--- src/rtl/wb_fifo_responder_if.sv ---
`default_nettype none
// ============================================================================
// Module   : wb_fifo_responder_if
// Brief    : Wishbone bus bundle between a master and wb_fifo_responder.
// Revision : 1.0
// ============================================================================
interface wb_fifo_responder_if #(
    parameter int WB_ADDR_WIDTH = 32,
    parameter int WB_DATA_WIDTH = 16
);
    logic                         cyc;
    logic                         stb;
    logic [WB_ADDR_WIDTH-1:0]     adr;
    logic                         we;
    logic [WB_DATA_WIDTH-1:0]     dout;
    logic [WB_DATA_WIDTH/8-1:0]   sel;
    logic [WB_DATA_WIDTH-1:0]     din;
    logic                         ack;
    logic                         err;
    logic                         rty;
    logic                         inta;

    modport master (
        output cyc, stb, adr, we, dout, sel,
        input  din, ack, err, rty, inta
    );

    modport slave (
        input  cyc, stb, adr, we, dout, sel,
        output din, ack, err, rty, inta
    );
endinterface
`default_nettype wire

--- src/rtl/wb_fifo_responder.sv ---
`default_nettype none
// ============================================================================
// Module   : wb_fifo_responder
// Brief    : Wishbone slave bridging TXDATA writes to a TX stream and an RX
//            stream to RXDATA reads, with status and a level interrupt.
// Revision : 1.0
// ============================================================================
module wb_fifo_responder #(
    parameter int WB_ADDR_WIDTH = 32,
    parameter int WB_DATA_WIDTH = 16,
    parameter int FIFO_DEPTH    = 8,
    parameter int WAIT_STATES   = 1
) (
    input  wire                      clk,
    input  wire                      rst_n,
    wb_fifo_responder_if.slave       bus,
    output logic [WB_DATA_WIDTH-1:0] tx_data_o,
    output logic                     tx_valid_o,
    input  wire                      tx_ready_i,
    input  wire  [WB_DATA_WIDTH-1:0] rx_data_i,
    input  wire                      rx_valid_i,
    output logic                     rx_ready_o
);
    localparam int         C_SW      = WB_DATA_WIDTH / 8;
    localparam int         C_PW      = $clog2(FIFO_DEPTH);
    localparam int         C_CW      = C_PW + 1;
    localparam logic [3:0] C_WS_LAST = 4'((WAIT_STATES == 0) ? 0 : WAIT_STATES - 1);

    typedef enum logic [1:0] {
        S_IDLE = 2'd0,
        S_WAIT = 2'd1,
        S_RESP = 2'd2
    } state_e;

    state_e                     state_q;
    logic [3:0]                 wcnt_q;
    logic [WB_ADDR_WIDTH-1:0]   adr_q;
    logic                       we_q;
    logic [WB_DATA_WIDTH-1:0]   dout_q;
    logic [C_SW-1:0]            sel_q;
    logic                       ack_q, err_q, rty_q, inta_q, rdy_q;
    logic [WB_DATA_WIDTH-1:0]   din_q;
    logic [1:0]                 irq_en_q;

    logic [WB_DATA_WIDTH-1:0]   tx_mem_q [FIFO_DEPTH];
    logic [WB_DATA_WIDTH-1:0]   rx_mem_q [FIFO_DEPTH];
    logic [C_PW-1:0]            tx_wr_q, tx_rd_q, rx_wr_q, rx_rd_q;
    logic [C_CW-1:0]            tx_cnt_q, tx_cnt_d, rx_cnt_q, rx_cnt_d;

    logic [WB_ADDR_WIDTH-1:0]   req_adr;
    logic                       req_we;
    logic [WB_DATA_WIDTH-1:0]   req_dout;
    logic [C_SW-1:0]            req_sel;
    logic [3:0]                 req_idx;
    logic                       req_hi;
    logic                       dec_err, dec_rty;
    logic                       resp_go, commit;
    logic                       tx_push, tx_pop, rx_push, rx_pop, irq_wr;
    logic                       tx_empty, tx_full, rx_empty, rx_full;
    logic [WB_DATA_WIDTH-1:0]   status, rd_data;

    assign tx_empty = (tx_cnt_q == '0);
    assign tx_full  = (tx_cnt_q == C_CW'(FIFO_DEPTH));
    assign rx_empty = (rx_cnt_q == '0);
    assign rx_full  = (rx_cnt_q == C_CW'(FIFO_DEPTH));

    // With zero wait states the decision is taken straight from the bus in IDLE.
    always_comb begin
        req_adr  = adr_q;
        req_we   = we_q;
        req_dout = dout_q;
        req_sel  = sel_q;
        if (state_q == S_IDLE) begin
            req_adr  = bus.adr;
            req_we   = bus.we;
            req_dout = bus.dout;
            req_sel  = bus.sel;
        end
    end

    assign req_idx = req_adr[3:0];
    assign req_hi  = |req_adr[WB_ADDR_WIDTH-1:4];

    always_comb begin
        dec_err = 1'b0;
        dec_rty = 1'b0;
        if (req_hi || (req_idx > 4'd3)) begin
            dec_err = 1'b1;
        end else begin
            case (req_idx)
                4'd0: begin
                    if (!req_we || (req_sel != '1)) dec_err = 1'b1;
                    else                            dec_rty = tx_full;
                end
                4'd1: begin
                    if (req_we) dec_err = 1'b1;
                    else        dec_rty = rx_empty;
                end
                4'd2:    dec_err = req_we;
                default: ;
            endcase
        end
    end

    always_comb begin
        status                    = '0;
        status[0]                 = tx_empty;
        status[1]                 = tx_full;
        status[2]                 = rx_empty;
        status[3]                 = rx_full;
        status[4 +: C_CW]         = tx_cnt_q;
        status[4 + C_CW +: C_CW]  = rx_cnt_q;
    end

    always_comb begin
        rd_data = '0;
        case (req_idx)
            4'd1:    rd_data      = rx_mem_q[rx_rd_q];
            4'd2:    rd_data      = status;
            4'd3:    rd_data[1:0] = irq_en_q;
            default: ;
        endcase
    end

    assign resp_go = ((state_q == S_IDLE) && bus.cyc && bus.stb && (WAIT_STATES == 0)) ||
                     ((state_q == S_WAIT) && bus.cyc && (wcnt_q == C_WS_LAST));
    assign commit  = resp_go && !dec_err && !dec_rty;
    assign tx_push = commit && req_we && (req_idx == 4'd0);
    assign rx_pop  = commit && !req_we && (req_idx == 4'd1);
    assign irq_wr  = commit && req_we && (req_idx == 4'd3) && req_sel[0];
    assign tx_pop  = !tx_empty && tx_ready_i;
    assign rx_push = rx_valid_i && rx_ready_o;

    assign tx_cnt_d = tx_cnt_q + C_CW'(tx_push) - C_CW'(tx_pop);
    assign rx_cnt_d = rx_cnt_q + C_CW'(rx_push) - C_CW'(rx_pop);

    always_ff @(posedge clk) begin
        if (tx_push) tx_mem_q[tx_wr_q] <= req_dout;
        if (rx_push) rx_mem_q[rx_wr_q] <= rx_data_i;
    end

    always_ff @(posedge clk or negedge rst_n) begin
        if (!rst_n) begin
            tx_wr_q  <= '0;
            tx_rd_q  <= '0;
            rx_wr_q  <= '0;
            rx_rd_q  <= '0;
            tx_cnt_q <= '0;
            rx_cnt_q <= '0;
        end else begin
            if (tx_push) tx_wr_q <= tx_wr_q + 1'b1;
            if (tx_pop)  tx_rd_q <= tx_rd_q + 1'b1;
            if (rx_push) rx_wr_q <= rx_wr_q + 1'b1;
            if (rx_pop)  rx_rd_q <= rx_rd_q + 1'b1;
            tx_cnt_q <= tx_cnt_d;
            rx_cnt_q <= rx_cnt_d;
        end
    end

    // Terminations are set on RESP entry so they are high exactly while in RESP.
    always_ff @(posedge clk or negedge rst_n) begin
        if (!rst_n) begin
            state_q  <= S_IDLE;
            wcnt_q   <= '0;
            adr_q    <= '0;
            we_q     <= 1'b0;
            dout_q   <= '0;
            sel_q    <= '0;
            ack_q    <= 1'b0;
            err_q    <= 1'b0;
            rty_q    <= 1'b0;
            din_q    <= '0;
            irq_en_q <= '0;
            inta_q   <= 1'b0;
            rdy_q    <= 1'b0;
        end else begin
            ack_q  <= 1'b0;
            err_q  <= 1'b0;
            rty_q  <= 1'b0;
            din_q  <= '0;
            rdy_q  <= 1'b1;
            inta_q <= (irq_en_q[0] && !rx_empty) || (irq_en_q[1] && tx_empty);
            if (irq_wr) irq_en_q <= req_dout[1:0];
            case (state_q)
                S_IDLE: begin
                    if (bus.cyc && bus.stb) begin
                        adr_q   <= bus.adr;
                        we_q    <= bus.we;
                        dout_q  <= bus.dout;
                        sel_q   <= bus.sel;
                        wcnt_q  <= '0;
                        state_q <= (WAIT_STATES == 0) ? S_RESP : S_WAIT;
                    end
                end
                S_WAIT: begin
                    if (!bus.cyc)                  state_q <= S_IDLE;
                    else if (wcnt_q == C_WS_LAST)  state_q <= S_RESP;
                    else                           wcnt_q  <= wcnt_q + 4'd1;
                end
                S_RESP:  state_q <= S_IDLE;
                default: state_q <= S_IDLE;
            endcase
            if (resp_go) begin
                ack_q <= !dec_err && !dec_rty;
                err_q <= dec_err;
                rty_q <= !dec_err && dec_rty;
                if (commit && !req_we) din_q <= rd_data;
            end
        end
    end

    assign bus.ack    = ack_q;
    assign bus.err    = err_q;
    assign bus.rty    = rty_q;
    assign bus.din    = din_q;
    assign bus.inta   = inta_q;
    assign tx_data_o  = tx_mem_q[tx_rd_q];
    assign tx_valid_o = !tx_empty;
    assign rx_ready_o = rdy_q && !rx_full;
endmodule
`default_nettype wire
--- src/flat_wrapper.sv ---
// flat-port wrapper written by rule: the top's interface ports become plain ports
module wb_fifo_responder_flat 
#(
    parameter int WB_ADDR_WIDTH = 32,
    parameter int WB_DATA_WIDTH = 16,
    parameter int FIFO_DEPTH    = 8,
    parameter int WAIT_STATES   = 1
)
  (clk, rst_n, tx_data_o, tx_valid_o, tx_ready_i, rx_data_i, rx_valid_i, rx_ready_o, bus_cyc, bus_stb, bus_adr, bus_we, bus_dout, bus_sel, bus_din, bus_ack, bus_err, bus_rty, bus_inta);
  wb_fifo_responder_if #(.WB_ADDR_WIDTH(WB_ADDR_WIDTH), .WB_DATA_WIDTH(WB_DATA_WIDTH)) bus_i ();
  input  wire clk;
  input  wire rst_n;
  output logic [WB_DATA_WIDTH-1:0] tx_data_o;
  output logic tx_valid_o;
  input  wire tx_ready_i;
  input  wire  [WB_DATA_WIDTH-1:0] rx_data_i;
  input  wire rx_valid_i;
  output logic rx_ready_o;
  input wire logic [$bits(bus_i.cyc)-1:0] bus_cyc;
  input wire logic [$bits(bus_i.stb)-1:0] bus_stb;
  input wire logic [$bits(bus_i.adr)-1:0] bus_adr;
  input wire logic [$bits(bus_i.we)-1:0] bus_we;
  input wire logic [$bits(bus_i.dout)-1:0] bus_dout;
  input wire logic [$bits(bus_i.sel)-1:0] bus_sel;
  output wire logic [$bits(bus_i.din)-1:0] bus_din;
  output wire logic [$bits(bus_i.ack)-1:0] bus_ack;
  output wire logic [$bits(bus_i.err)-1:0] bus_err;
  output wire logic [$bits(bus_i.rty)-1:0] bus_rty;
  output wire logic [$bits(bus_i.inta)-1:0] bus_inta;
  assign bus_i.cyc = bus_cyc;
  assign bus_i.stb = bus_stb;
  assign bus_i.adr = bus_adr;
  assign bus_i.we = bus_we;
  assign bus_i.dout = bus_dout;
  assign bus_i.sel = bus_sel;
  assign bus_din = bus_i.din;
  assign bus_ack = bus_i.ack;
  assign bus_err = bus_i.err;
  assign bus_rty = bus_i.rty;
  assign bus_inta = bus_i.inta;
  wb_fifo_responder #(.WB_ADDR_WIDTH(WB_ADDR_WIDTH), .WB_DATA_WIDTH(WB_DATA_WIDTH), .FIFO_DEPTH(FIFO_DEPTH), .WAIT_STATES(WAIT_STATES)) u_core (.clk(clk), .rst_n(rst_n), .bus(bus_i), .tx_data_o(tx_data_o), .tx_valid_o(tx_valid_o), .tx_ready_i(tx_ready_i), .rx_data_i(rx_data_i), .rx_valid_i(rx_valid_i), .rx_ready_o(rx_ready_o));
endmodule
--- config.mk ---
export PLATFORM = sky130hd
export DESIGN_NAME = wb_fifo_responder_flat
export DESIGN_NICKNAME = d
export VERILOG_FILES = /design/src/rtl/wb_fifo_responder_if.sv /design/src/rtl/wb_fifo_responder.sv /design/src/flat_wrapper.sv
export SDC_FILE = /design/constraint.sdc
export NUM_CORES = 1
export LEC_CHECK = 0
export BUFFER_PORTS_ARGS = -buffer_cell sky130_fd_sc_hd__buf_2
export CORE_ASPECT_RATIO = 0.8
export CORE_MARGIN = 1.5
export CORE_UTILIZATION = 45
export CTS_CLUSTER_SIZE = 28
export DETAILED_ROUTE_END_ITERATION = 7
export GPL_TIMING_DRIVEN = 0
export PLACE_DENSITY_LB_ADDON = 0.1
export SETUP_SLACK_MARGIN = 0.3
export SLEW_MARGIN = 20
export SYNTH_ARGS = -nofsm -noshare
export SYNTH_HDL_FRONTEND = slang
export SYNTH_SLANG_ARGS = --single-unit
--- constraint.sdc ---
create_clock -name clk -period 4.42 [get_ports clk]
set_input_delay 0.884 -clock clk [delete_from_list [all_inputs] [get_ports clk]]
set_output_delay 0.884 -clock clk [all_outputs]
set_load 0.02 [all_outputs]
# Word level (Yosys, flattened, before mapping)
# Memory sizes are Yosys's and may differ from the RTL's.
# Index checks and enable logic that the tools add are counted.
dict set report totals {
  out_inout_bits 38
  ram_bits 256
  input_bits 73
  regBits 100
  wordCells 110
  memories 2
}
# name depth width rd rd_ports_with_merged_regs write_ports line_no
set memory_table {}
lappend memory_table {u_core.rx_mem_q 8 16 1 0 1 wb_fifo_responder.sv:46} ;# logic [WB_DATA_WIDTH-1:0] rx_mem_q [FIFO_DEPTH];
lappend memory_table {u_core.tx_mem_q 8 16 1 0 1 wb_fifo_responder.sv:45} ;# logic [WB_DATA_WIDTH-1:0] tx_mem_q [FIFO_DEPTH];
dict set report classes {
  n_reduce_logical 37
  eq_ne 11
  mux 31
  order_cmp 1
  addsub 9
}
# operator n
set ops {}
lappend ops {{two-way mux 16 bit} 3}
lappend ops {{two-way mux 32 bit} 1}
lappend ops {{case mux 14 bit (2 select lines)} 1}
lappend ops {{OR reduction 28 bit} 1}
lappend ops {{logical AND 1 bit} 18}
lappend ops {{zero test 4 bit} 4}
lappend ops {{two-way mux 1 bit} 14}
lappend ops {{adder 3 x 1 -> 3 bit (second input constant)} 4}
lappend ops {{two-way mux 4 bit} 3}
lappend ops {{adder 4 x 1 -> 4 bit} 2}
lappend ops {{== test 4 x 2 -> 1 bit (second input constant)} 2}
lappend ops {{== test 4 bit (second input constant)} 2}
lappend ops {{two-way mux 2 bit} 4}
lappend ops {{inequality test 2 bit (second input constant)} 4}
lappend ops {{case mux 4 bit (2 select lines)} 1}
lappend ops {{subtractor 4 x 1 -> 4 bit} 2}
lappend ops {{zero test 1 bit} 6}
lappend ops {{case mux 2 bit (3 select lines)} 1}
lappend ops {{adder 4 x 1 -> 4 bit (second input constant)} 1}
lappend ops {{== test 4 x 1 -> 1 bit (second input constant)} 1}
lappend ops {{greater-than comparator 4 x 2 -> 1 bit (second input constant)} 1}
lappend ops {{case mux 2 bit (2 select lines)} 1}
lappend ops {{AND reduction 2 bit} 2}
lappend ops {{AND reduction 4 bit} 1}
lappend ops {{7 further kinds} 9}

# Logic depth before layout (Yosys ltp)
# Gate-level depths: netlist of the first run.
dict set report logic_depth {
  word_depth 14
  mapped_depth 14
  depth_no_buf 13
}

# Worst setup path after synthesis of the first run
# OpenSTA, ideal clock, no wires.
dict set report synth_path {
  path_kind {input to register}
  from {input bus_adr[20]}
  to {memory u_core.tx_mem_q[2][0], enable pin}
  setup_time_ps 431
  path_stages 6
  path_buffers 1
  t_arrival_ps 3904
  path_slack_ps 85
  required_ps 3989
  cell_sequence {nor4_1 > nand4_1 > a221o_1 > nor4b_1 > buf_2 > nor4bb_1}
}
dict set report synth_via {
  elab_chain_cells 11
  elab_cells_between_ends 13
  classes_between {mux: 5; reduce/logical: 8}
}
# item line_no
set synth_rtl {}
lappend synth_rtl {{from (decl)} flat_wrapper.sv:21} ;# input wire logic [$bits(bus_i.adr)-1:0] bus_adr;
lappend synth_rtl {{two-way mux 32 bit (*)} wb_fifo_responder.sv:73} ;# if (state_q == S_IDLE) begin
lappend synth_rtl {{OR reduction 28 bit (*)} wb_fifo_responder.sv:82} ;# assign req_hi = |req_adr[WB_ADDR_WIDTH-1:4];
lappend synth_rtl {{logical OR 1 bit (*)} wb_fifo_responder.sv:87} ;# if (req_hi || (req_idx > 4'd3)) begin
lappend synth_rtl {{two-way mux 1 bit} wb_fifo_responder.sv:87}
lappend synth_rtl {{zero test 1 bit} wb_fifo_responder.sv:127} ;# assign commit = resp_go && !dec_err && !dec_rty;
lappend synth_rtl {{logical AND 1 bit} wb_fifo_responder.sv:127}
lappend synth_rtl {{logical AND 1 bit (*)} wb_fifo_responder.sv:127}
lappend synth_rtl {{logical AND 1 bit (*) (2 in a row)} wb_fifo_responder.sv:128} ;# assign tx_push = commit && req_we && (req_idx == 4'd0);
lappend synth_rtl {{via u_core.tx_push} wb_fifo_responder.sv:58} ;# logic tx_push, tx_pop, rx_push, rx_pop, irq_wr;
lappend synth_rtl {{two-way mux 1 bit (*)} wb_fifo_responder.sv:138} ;# if (tx_push) tx_mem_q[tx_wr_q] <= req_dout;
lappend synth_rtl {{two-way mux 1 bit (not written as such) (*)} wb_fifo_responder.sv:138}
lappend synth_rtl {{to (decl)} wb_fifo_responder.sv:45}
# Mark *: on every way through the listed nets, which the timed path passes. The rest lies on a longest branch.

# Final worst setup path of the first run
dict set report layout_path {
  from {register u_core.tx_rd_q[0]}
  to {output tx_data_o[1]}
}
dict set report layout_via {
  elab_chain_cells 1
}
# item line_no
set layout_rtl {}
lappend layout_rtl {{from (decl)} wb_fifo_responder.sv:47} ;# logic [C_PW-1:0] tx_wr_q, tx_rd_q, rx_wr_q, rx_rd_q;
lappend layout_rtl {{from (signal assigned)} wb_fifo_responder.sv:152} ;# if (tx_pop) tx_rd_q <= tx_rd_q + 1'b1;
lappend layout_rtl {{memory read (8 x 16 bit)} --}
lappend layout_rtl {{to (decl)} flat_wrapper.sv:13} ;# output logic [WB_DATA_WIDTH-1:0] tx_data_o;
# No other way between the ends.

==> results.yml, run 1 <==
status:
  status: "complete, no violations"
routing:
  drt-pass1-iter-count: 6
  wire_per_inst_um: 21.65
  drt.antenna.violating_nets: 0
  vias: 7563
  drc_errors: 0
  via_per_inst: 5.334
  drt-total-wl_um: 30700
  drtIter0Drc: 514
sta:
  fin_crit_sh: 0.8855
  layout_min_cycle_time_ps: 3914
  hold_viol: 0
  tightestPinTransition_ps: 1035
  rsz0062_at_grt: "no"
  drv_slew: 0
  maxSlewHeadroom: 0.3100
  fmax_mhz: 255.5
  finClkSkew_ps: 9.160
  setup_viol: 0
pwr:
  power_density_mw_per_mm2: 559.6
  p_clk_frac: 0.333
  internal_power_mw: 6.850
  p_leak_nw: 6.206
  switching_share: 0.2777
  p_switching_mw: 2.634
  p_comb_frac: 0.220
  p_seq_frac: 0.448
  peakVddDrop_mv: 0.2643
job:
  max-cap-violations: 0
final_layout:
  drive_above_1_share: 0.3568
  final_core_util: 0.5393
  nets: 1059
  seqCellArea_mm2: 0.01019
  design_area_mm2: 0.01695
  multi_input_area_mm2: 0.004040
  synthToLayoutAreaGrowth_pct: 17.73
  layout.cells.non_filler: 1418
  fillers: 2473
die:
  fp.coreArea_mm2: 0.03142
  die_w_um: 203.0
  die_y_um: 163.0
  die-area_mm2: 0.03308
  rows: 58
  start_util: 0.4581
  boundaryPins: 111
setup_path:
  path_class: "register to primary output"
  crit_path_start_kind: "register"
  worstPathCellList: "clkbuf_1, clkdlybuf4s15_1, mux4_2, mux2_2, buf_2"
  crit_path_top_delay_cell: "clkdlybuf4s15_1"
  max_stage_delay_ps: 730
  cp.arrival_ps: 3030
  crit_path_max_fanout: 10
  critPathTopFamily: "buffers and inverters"
  crit_buf_inv: 3
  worstPathRequired_ps: 3540
  setup.worst_path.end_class: "primary output"
clock_network:
  clock_sinks: 356
  cts_buffers: 38
  cts_root_buffer: "clkbuf_16"
  h-tree-depth: 2
  clkLatencyLatePin_ps: 510
  clk_pin_slew_worst_paths_ps: 60
  cts_hold_buf: 0
  cts_resized: 0
  cts_tree: "built"
  post_cts_buffers: 0
  clockBufferDepth: 3
placement:
  io_buffers: 110
  post_dp_cell_area_mm2: 0.01568
  gp_congestion: 0.7601
  dp_hpwl_um: 20640
  dp_cells: 1346
grt:
  grt_busiest_layer: "met1"
  track_usage: 0.1924
  grtUsageMet2: 0.2886
  grt_pass1_wl_um: 47440
  grt_use_met3: 0.04002
  grt_max_degree: 58
  overflow: 0
  use_met1: 0.2911
  antenna_found_initial: 4
  grt_pass1_vias: 7845
synth:
  synthAdderAreaFrac: 0.01843
  synth-xor-area-share: 0.008518
  syn_area_mm2: 0.01440
  ys_seq_area_frac: 0.7079
  muxShareOfSynthArea: 0.1701
  synth_top_family_by_area: "multiplexers"
  synth_compound_area_frac: 0.01964
  synth_cell_types: 55
  synthFlopType: "edfxtp_1"
  synth_edf_count: 256
  yosysWarnings: 0
  syn-num-nets: 896
  async_flop_share: 0.2809
  postSynthCellCount: 803
  yosys.area_share.simple: 0.05850
  avgSynthCellArea_um2: 17.93
  synth-seq-cells: 356
worst_hold_path:
  holdCritPathClass: "input pin to async pin"
==> sequential cells by signal (all words and copies together), names as in the netlist <==
name / flops
u_core.rx_mem_q: 128
u_core.tx_mem_q: 128
u_core.adr_q: 32
u_core.bus.din: 16
u_core.dout_q: 16
u_core.rx_cnt_q: 4
u_core.tx_cnt_q: 4
u_core.wcnt_q: 4
u_core.rx_rd_q: 3
u_core.rx_wr_q: 3
u_core.tx_rd_q: 3
u_core.tx_wr_q: 3
u_core.irq_en_q: 2
u_core.sel_q: 2
u_core.state_q: 2
u_core.bus.ack: 1
u_core.bus.err: 1
u_core.bus.inta: 1
u_core.bus.rty: 1
u_core.rdy_q: 1
u_core.we_q: 1
==> per-stage QoR <==
stage	hold WS [ps]	power, mW	setup WS [ps]	setup TNS [ps]
after floorplan	480.6	5.716	690.7	0
after global placement	488.6	6.339	-638.9	-20970
after detailed placement	494.8	6.404	389.8	0
after CTS	296.1	9.583	360.1	0
after global routing	311.2	9.953	304.2	0
final	288.2	9.484	505.9	0
==> placed cells by master, fill, tap and decap left out, drive strengths merged, types with 3 or more instances in the layout <==
cell type    n
edfxtp     256
buf        134
dfrtp      100
mux2        82
clkbuf      71
nand2       66
mux4        64
inv         24
nor4        23
nor2        19
ha          18
clkinv      12
nor2b       11
mux2i        8
xor2         8
a22oi        8
nor3         8
a21oi        6
xnor2        6
o21ai        5
nand4        4
a31oi        4
nor4b        4
clkinvlp     4
bufinv       4
diode        3
or2          3
and2         3
nand3        3
and4b        3
==> per-layer routing <==
layer,up-vias,routed length [um]
li1,3469,-
met1,3877,14640
met2,179,13790
met3,36,1878
met4,2,378
met5,-,13
==> kinds of logic after synthesis <==
group / count (synthesis)
and+or+nand+nor: 160
xor gates and xnor gates: 14
other: 1
adders and majority gates: 20
buffers and inverters: 58
muxes: 154
DFF: 356
AOI/OAI and AO/OA: 40
==> synth_stat cells (all sizes together) (3+ instances only) <==
cell      n  area (um2)
o21ai     5       25.02
and2      3       18.77
edfxtp  256        7687
mux2i     8       80.08
a21oi     6       30.03
and4b     3       30.03
nand3     3       15.01
mux2     82       927.1
nor2     19       73.82
dfrtp   100        2502
a31oi     4       25.02
xnor2     6       52.55
buf      14       75.07
a22oi     8       60.06
nor4     23       158.9
nor4b     4       35.03
nand2    66       247.7
nor3      8       40.04
mux4     64        1441
or2       3       18.77
ha       18       225.2
clkbuf   21       78.83
inv      23       86.33
xor2      8       70.07
nor2b    11       68.82
nand4     4       25.02
==> worst reg2reg max path: cells and delay by family, from the launching register on <==
kind,cells,cell delay [ps]
simple gates,3,1640
flops,1,430
compound gates,2,580
buf+inv,2,770
==> power by group through the flow <==
stage / combinational (mW) / sequential [mW] / clock (mW)
after CTS: 2.10 / 4.25 / 3.23
final: 2.08 / 4.25 / 3.16
after global routing: 2.30 / 4.28 / 3.37
after floorplan: 1.47 / 4.25 / 0
after detailed placement: 2.09 / 4.31 / 0
after global placement: 2.04 / 4.30 / 0
==> cell type report <==
type / instances / share of cell area
diodes: 3 / 0.0004430
multi-input cells: 389 / 0.2384
inverters: 23 / 0.005094
clock inverters: 21 / 0.01240
well taps: 420 / 0.03101
repair buffers: 123 / 0.04046
clock buffers: 48 / 0.06135
plain buffers: 35 / 0.009598
flip-flops and latches: 356 / 0.6013
==> path summary, 6_finish.rpt <==
kind / startpoint / to / cells after the start / slack, ps
max in group asynchronous: rst_n / u_core.bus.din[15] / 2 / 3470
hold reg to reg: u_core.dout_q[12] / u_core.dout_q[12] / 1 / 500
setup reg to reg: u_core.state_q[0] / u_core.tx_mem_q[5][10] / 7 / 630
min in group clk: u_core.dout_q[12] / u_core.dout_q[12] / 1 / 500
setup / recovery: u_core.tx_rd_q[0] / tx_data_o[1] / 5 / 510
hold / removal: rst_n / u_core.adr_q[15] / 1 / 290
Note: power is estimated with default switching activity, not from simulation.
==> inputs of run 2 (changes only) <==
CAP_MARGIN = 0   (was unset)
CORE_UTILIZATION = 58   (was 45)
==> results.yml, run 2 (synthesized netlist as in run 1, its figures left out) <==
status:
  status: "complete, no violations"
setup_path:
  crit_path_start_kind: "register"
  path_class: "register to primary output"
  crit_path_max_fanout: 10
  reg2reg_from: "u_core.state_q[0]"
  max_stage_delay_ps: 790
  setup.worst_path.end_class: "primary output"
  r2r-end: "u_core.tx_mem_q[6][10]"
  crit_path_top_delay_cell: "clkdlybuf4s15_1"
  r2r_cells: 7
  r2r_slack_ps: 580
  worstPathCellList: "clkbuf_1, clkdlybuf4s15_1, mux4_2, mux2_2, buf_2"
  cp.arrival_ps: 3050
  worstPathRequired_ps: 3540
final_layout:
  layout.cells.non_filler: 1313
  nets: 1057
  final_common_cell: "edfxtp_1"
  final_core_util: 0.6866
  layout_common_cells: "256 x edfxtp_1, 116 x buf_2, 100 x dfrtp_1"
  design_area_mm2: 0.01674
  fillers: 1621
  seqCellArea_mm2: 0.01019
  synthToLayoutAreaGrowth_pct: 16.27
  largestRegisters: "u_core.rx_mem_q: 128 flops, u_core.tx_mem_q: 128 flops, u_core.adr_q: 32 flops"
  drive_above_1_share: 0.3552
  multi_input_area_mm2: 0.004039
grt:
  grt_max_degree: 84
  grt_pass1_vias: 8091
  track_usage: 0.2413
  antenna_found_initial: 1
  grt_pass1_wl_um: 45750
  overflow: 0
clock_network:
  clkLatencyLatePin_ps: 520
  post_cts_buffers: 0
  h-tree-depth: 2
  cts_hold_buf: 0
  clockBufferDepth: 3
  clock_sinks: 356
  cts_tree: "built"
  cts_root_buffer: "clkbuf_16"
  cts_buffers: 36
  clk_pin_slew_worst_paths_ps: 60
die:
  die_w_um: 179.1
  fp.coreArea_mm2: 0.02438
  boundaryPins: 111
  rows: 51
  start_util: 0.5905
  die-area_mm2: 0.02578
  die_y_um: 143.9
placement:
  io_buffers: 110
  post_dp_cell_area_mm2: 0.01554
  dp_hpwl_um: 20060
  dp_cells: 1244
  gp_congestion: 0.8507
sta:
  layout_min_cycle_time_ps: 3937
  setup_viol: 0
  tightestPinTransition_ps: 965.0
  maxSlewHeadroom: 0.3562
  drv_slew: 0
  rsz0062_at_grt: "no"
  fmax_mhz: 254.0
  fin_crit_sh: 0.8908
  finClkSkew_ps: 15.60
  hold_viol: 0
routing:
  drtIter0Drc: 641
  via_per_inst: 5.992
  drt.antenna.violating_nets: 0
  vias: 7867
  drt-pass1-iter-count: 6
  drt-total-wl_um: 29910
  drc_errors: 0
  wire_per_inst_um: 22.78
pwr:
  p_leak_nw: 6.178
  peakVddDrop_mv: 0.3066
  power_density_mw_per_mm2: 557.9
worst_hold_path:
  holdCritPathClass: "input pin to async pin"
job:
  max-cap-violations: 0
run 2: cell count changes in the layout (fill, tap and decap cells not counted), moves of 2 or more:
cell	change
clkinv_1	-3
clkinv_2	+2
inv_6	+2
clkbuf_16	-2
buf_1	+2
clkbuf_2	-2
clkinvlp_4	-3
clkbuf_8	+3
buf_2	-2
bufinv_16	-2
buf_4	+3
run 2: repair_timing:
action | in CTS | in global routing
hold endpoints to repair | 0 | 0
gates resized for setup | 0 | 1
endpoints found under the setup margin | 0 | 7
run 2: per-layer routing:
metal | track usage | share of wire | routed length, um
met5 | 0 | 0 | 0
met4 | 0.06438 | 0.019 | 557
met3 | 0.03810 | 0.059 | 1770
met2 | 0.3747 | 0.47 | 13940
met1 | 0.3612 | 0.46 | 13640
run 2: layout make-up:
cell class,instances,area share
Multi-Input combinational cell,389,0.2413
Inverter,23,0.005158
Sequential cell,356,0.6088
Antenna cell,4,0.0005980
Buffer,35,0.009569
Clock inverter,17,0.008597
Timing Repair Buffer,123,0.04082
Tap cell,318,0.02377
Clock buffer,48,0.06137
run 2: stage by stage:
| step | setup slack (ps) | hold slack [ps] | total power [mW] | TNS [ps] |
|---|---|---|---|---|
| after floorplan | 690.7 | 480.6 | 5.716 | 0 |
| after global routing | 302.5 | 203.8 | 9.732 | 0 |
| after detailed placement | 303.9 | 496.6 | 6.410 | 0 |
| after global placement | -544.8 | 489.5 | 6.243 | -15750 |
| final | 482.7 | 204.2 | 9.337 | 0 |
| after CTS | 375.1 | 201.7 | 9.395 | 0 |
run 2: how the worst max path moves through the flow:
| stage | startpoint | to | slack [ps] | cells after the start |
|---|---|---|---|---|
| floorplan | bus_adr[20] | u_core.tx_mem_q[2][0] | 690 | 6 |
| global placement | bus_adr[7] | u_core.tx_mem_q[2][8] | -540 | 7 |
| detailed placement | bus_adr[20] | u_core.tx_mem_q[2][8] | 300 | 8 |
| CTS | u_core.tx_rd_q[0] | tx_data_o[6] | 380 | 5 |
| global route | u_core.tx_rd_q[0] | tx_data_o[6] | 300 | 5 |
| finish | u_core.tx_rd_q[0] | tx_data_o[6] | 480 | 5 |
run 2: worst max-delay path, delay by kind of cell, from the launching register on:
kind,cells,cell delay (ps)
DFF,1,340
muxes,2,890
buffers and inverters,3,1290
run 2: report_power, final:
group / leakage (nW) / total, mW / internal (mW) / switching, mW
logic: 2.04 / 2.10 / 0.907 / 1.19
registers: 3.56 / 4.26 / 4.05 / 0.210
clock network: 0.581 / 2.98 / 1.76 / 1.23
total: 6.18 / 9.34 / 6.71 / 2.63
==> inputs of run 3 (changes only) <==
--- a/config.mk
+++ b/config.mk
@@ -7,2 +7,3 @@
 export LEC_CHECK = 0
+export ABC_CLOCK_PERIOD_IN_PS = 4420
 export BUFFER_PORTS_ARGS = -buffer_cell sky130_fd_sc_hd__buf_2
@@ -11,3 +12,3 @@
 export CORE_MARGIN = 1.5
-export CORE_UTILIZATION = 58
+export CORE_UTILIZATION = 55
 export CTS_CLUSTER_SIZE = 28
==> constraint.sdc (replaced) <==
create_clock -name clk -period 4.42 [get_ports clk]
set_input_delay 0.221 -clock clk [delete_from_list [all_inputs] [get_ports clk]]
set_output_delay 0.221 -clock clk [all_outputs]
set_load 0.02 [all_outputs]
==> results.yml, run 3 (synthesized netlist as in run 1, its figures left out) <==
setup_path:
  crit_path_max_fanout: 16
  path_class: "register to register"
  cp.arrival_ps: 3970
  r2r_slack_ps: 580
  critPathCapture: "u_core.tx_mem_q[7][11]"
  crit_path_start_kind: "register"
  r2r-end: "u_core.tx_mem_q[7][11]"
  reg2reg_from: "u_core.state_q[0]"
  setup.worst_path.end_class: "register"
  worstPathRequired_ps: 4550
  startpoint: "u_core.state_q[0]"
  r2r_cells: 7
placement:
  gp_congestion: 0.8411
  dp_cells: 1280
  dp_hpwl_um: 21020
  io_buffers: 110
grt:
  grt_max_degree: 52
  overflow: 0
  antenna_found_initial: 1
  grt_pass1_vias: 8655
  track_usage: 0.2377
  grt_pass1_wl_um: 47960
worst_hold_path:
  holdCritPathClass: "input pin to register"
pwr:
  p_leak_nw: 6.444
  peakVddDrop_mv: 0.3145
  power_density_mw_per_mm2: 536.6
routing:
  drtIter0Drc: 746
  drt-pass1-iter-count: 7
  wire_per_inst_um: 22.09
  vias: 8079
  via_per_inst: 5.734
  drt-total-wl_um: 31120
  drt.antenna.violating_nets: 0
  drc_errors: 0
die:
  die_w_um: 183.9
  rows: 52
  fp.coreArea_mm2: 0.02550
  start_util: 0.5644
  die_y_um: 147.7
  die-area_mm2: 0.02716
  boundaryPins: 111
final_layout:
  layout_common_cells: "256 x edfxtp_1, 116 x buf_2, 100 x dfrtp_1"
  synthToLayoutAreaGrowth_pct: 20.97
  layout.cells.non_filler: 1409
  largestRegisters: "u_core.rx_mem_q: 128 flops, u_core.tx_mem_q: 128 flops, u_core.adr_q: 32 flops"
  nets: 1125
  seqCellArea_mm2: 0.01019
  multi_input_area_mm2: 0.004024
  fillers: 1700
  final_common_cell: "edfxtp_1"
  drive_above_1_share: 0.3311
sta:
  hold_viol: 0
  fin_hold_ws_ps: 8.713
  finClkSkew_ps: 15.91
  maxSlewHeadroom: 0.3301
  setup_viol: 0
  rsz0062_at_grt: "no"
  fin_crit_sh: 0.8679
  fmax_mhz: 260.7
  drv_slew: 0
  layout_min_cycle_time_ps: 3836
  tightestPinTransition_ps: 1005
clock_network:
  clockBufferDepth: 3
  clkLatencyLatePin_ps: 520
  cts_tree: "built"
  clk_pin_slew_worst_paths_ps: 70
  cts_resized: 0
  h-tree-depth: 2
  cts_root_buffer: "clkbuf_16"
  cts_hold_buf: 65
  cts_buffers: 36
  post_cts_buffers: 0
  clock_sinks: 356
job:
  max-cap-violations: 0
status:
  status: "complete, no violations"
run 3: cell types whose count changed in the layout (fill, tap and decap cells not counted), sizes merged:
cell,change
diode,-3
buf,+4
clkdlybuf4s15,-1
dlygate4sd3,+65
clkbuf,-2
run 3: routing by layer:
metal,vias up,share of wire,GRT usage
li1,3591,-,-
met1,4189,0.44,0.3444
met2,252,0.48,0.3809
met3,47,0.061,0.03991
met4,0,0.019,0.06189
met5,-,0,0
run 3: layout make-up:
| cell class | count | area share |
|---|---|---|
| Antenna cell | 1 | 0.0001437 |
| Buffer | 35 | 0.008838 |
| Clock buffer | 46 | 0.05741 |
| Clock inverter | 17 | 0.008263 |
| Inverter | 23 | 0.004958 |
| Multi-Input combinational cell | 389 | 0.2311 |
| Sequential cell | 356 | 0.5851 |
| Tap cell | 351 | 0.02522 |
| Timing Repair Buffer | 191 | 0.07896 |
run 3: worst min path at each step:
stage                             from                 end  slack, ps  depth (start not counted)
final                          bus_cyc   u_core.state_q[0]          9                          3
after global routing        bus_adr[2]     u_core.adr_q[2]         10                          2
after CTS                   bus_adr[2]     u_core.adr_q[2]          5                          2
after detailed placement         rst_n  u_core.bus.din[12]        190                          1
after global placement    bus_dout[15]   u_core.dout_q[15]        470                          2
after floorplan                  rst_n     u_core.adr_q[0]        -70                          0
run 3: power by group:
group | switching (mW) | internal (mW) | leakage [nW] | total (mW)
combinational | 1.21 | 0.944 | 2.33 | 2.15
sequential | 0.209 | 4.05 | 3.56 | 4.26
clock | 1.22 | 1.72 | 0.559 | 2.94
run 3: critical path, stage by stage (launching register included):
cell	delay [ps]
dfrtp_1	440
nor2_2	330
clkbuf_1	450
a41oi_1	110
a221o_1	450
nor4b_1	510
buf_2	280
and4_1	870
run 3: per-stage QoR:
stage          worst slack (ps)  setup TNS, ps    util  power [mW]  cell area, um2
2_1_floorplan             392.9              0       -       5.716           14400
3_3_place_gp              -1358         -31170  0.6032       6.260           15380
3_5_place_dp              631.2              0  0.6121       6.424           15610
4_1_cts                   595.7              0  0.6825       9.383           17410
5_1_grt                   373.3              0  0.6828       9.725           17410
6_report                  583.8              0  0.6828       9.345           17410
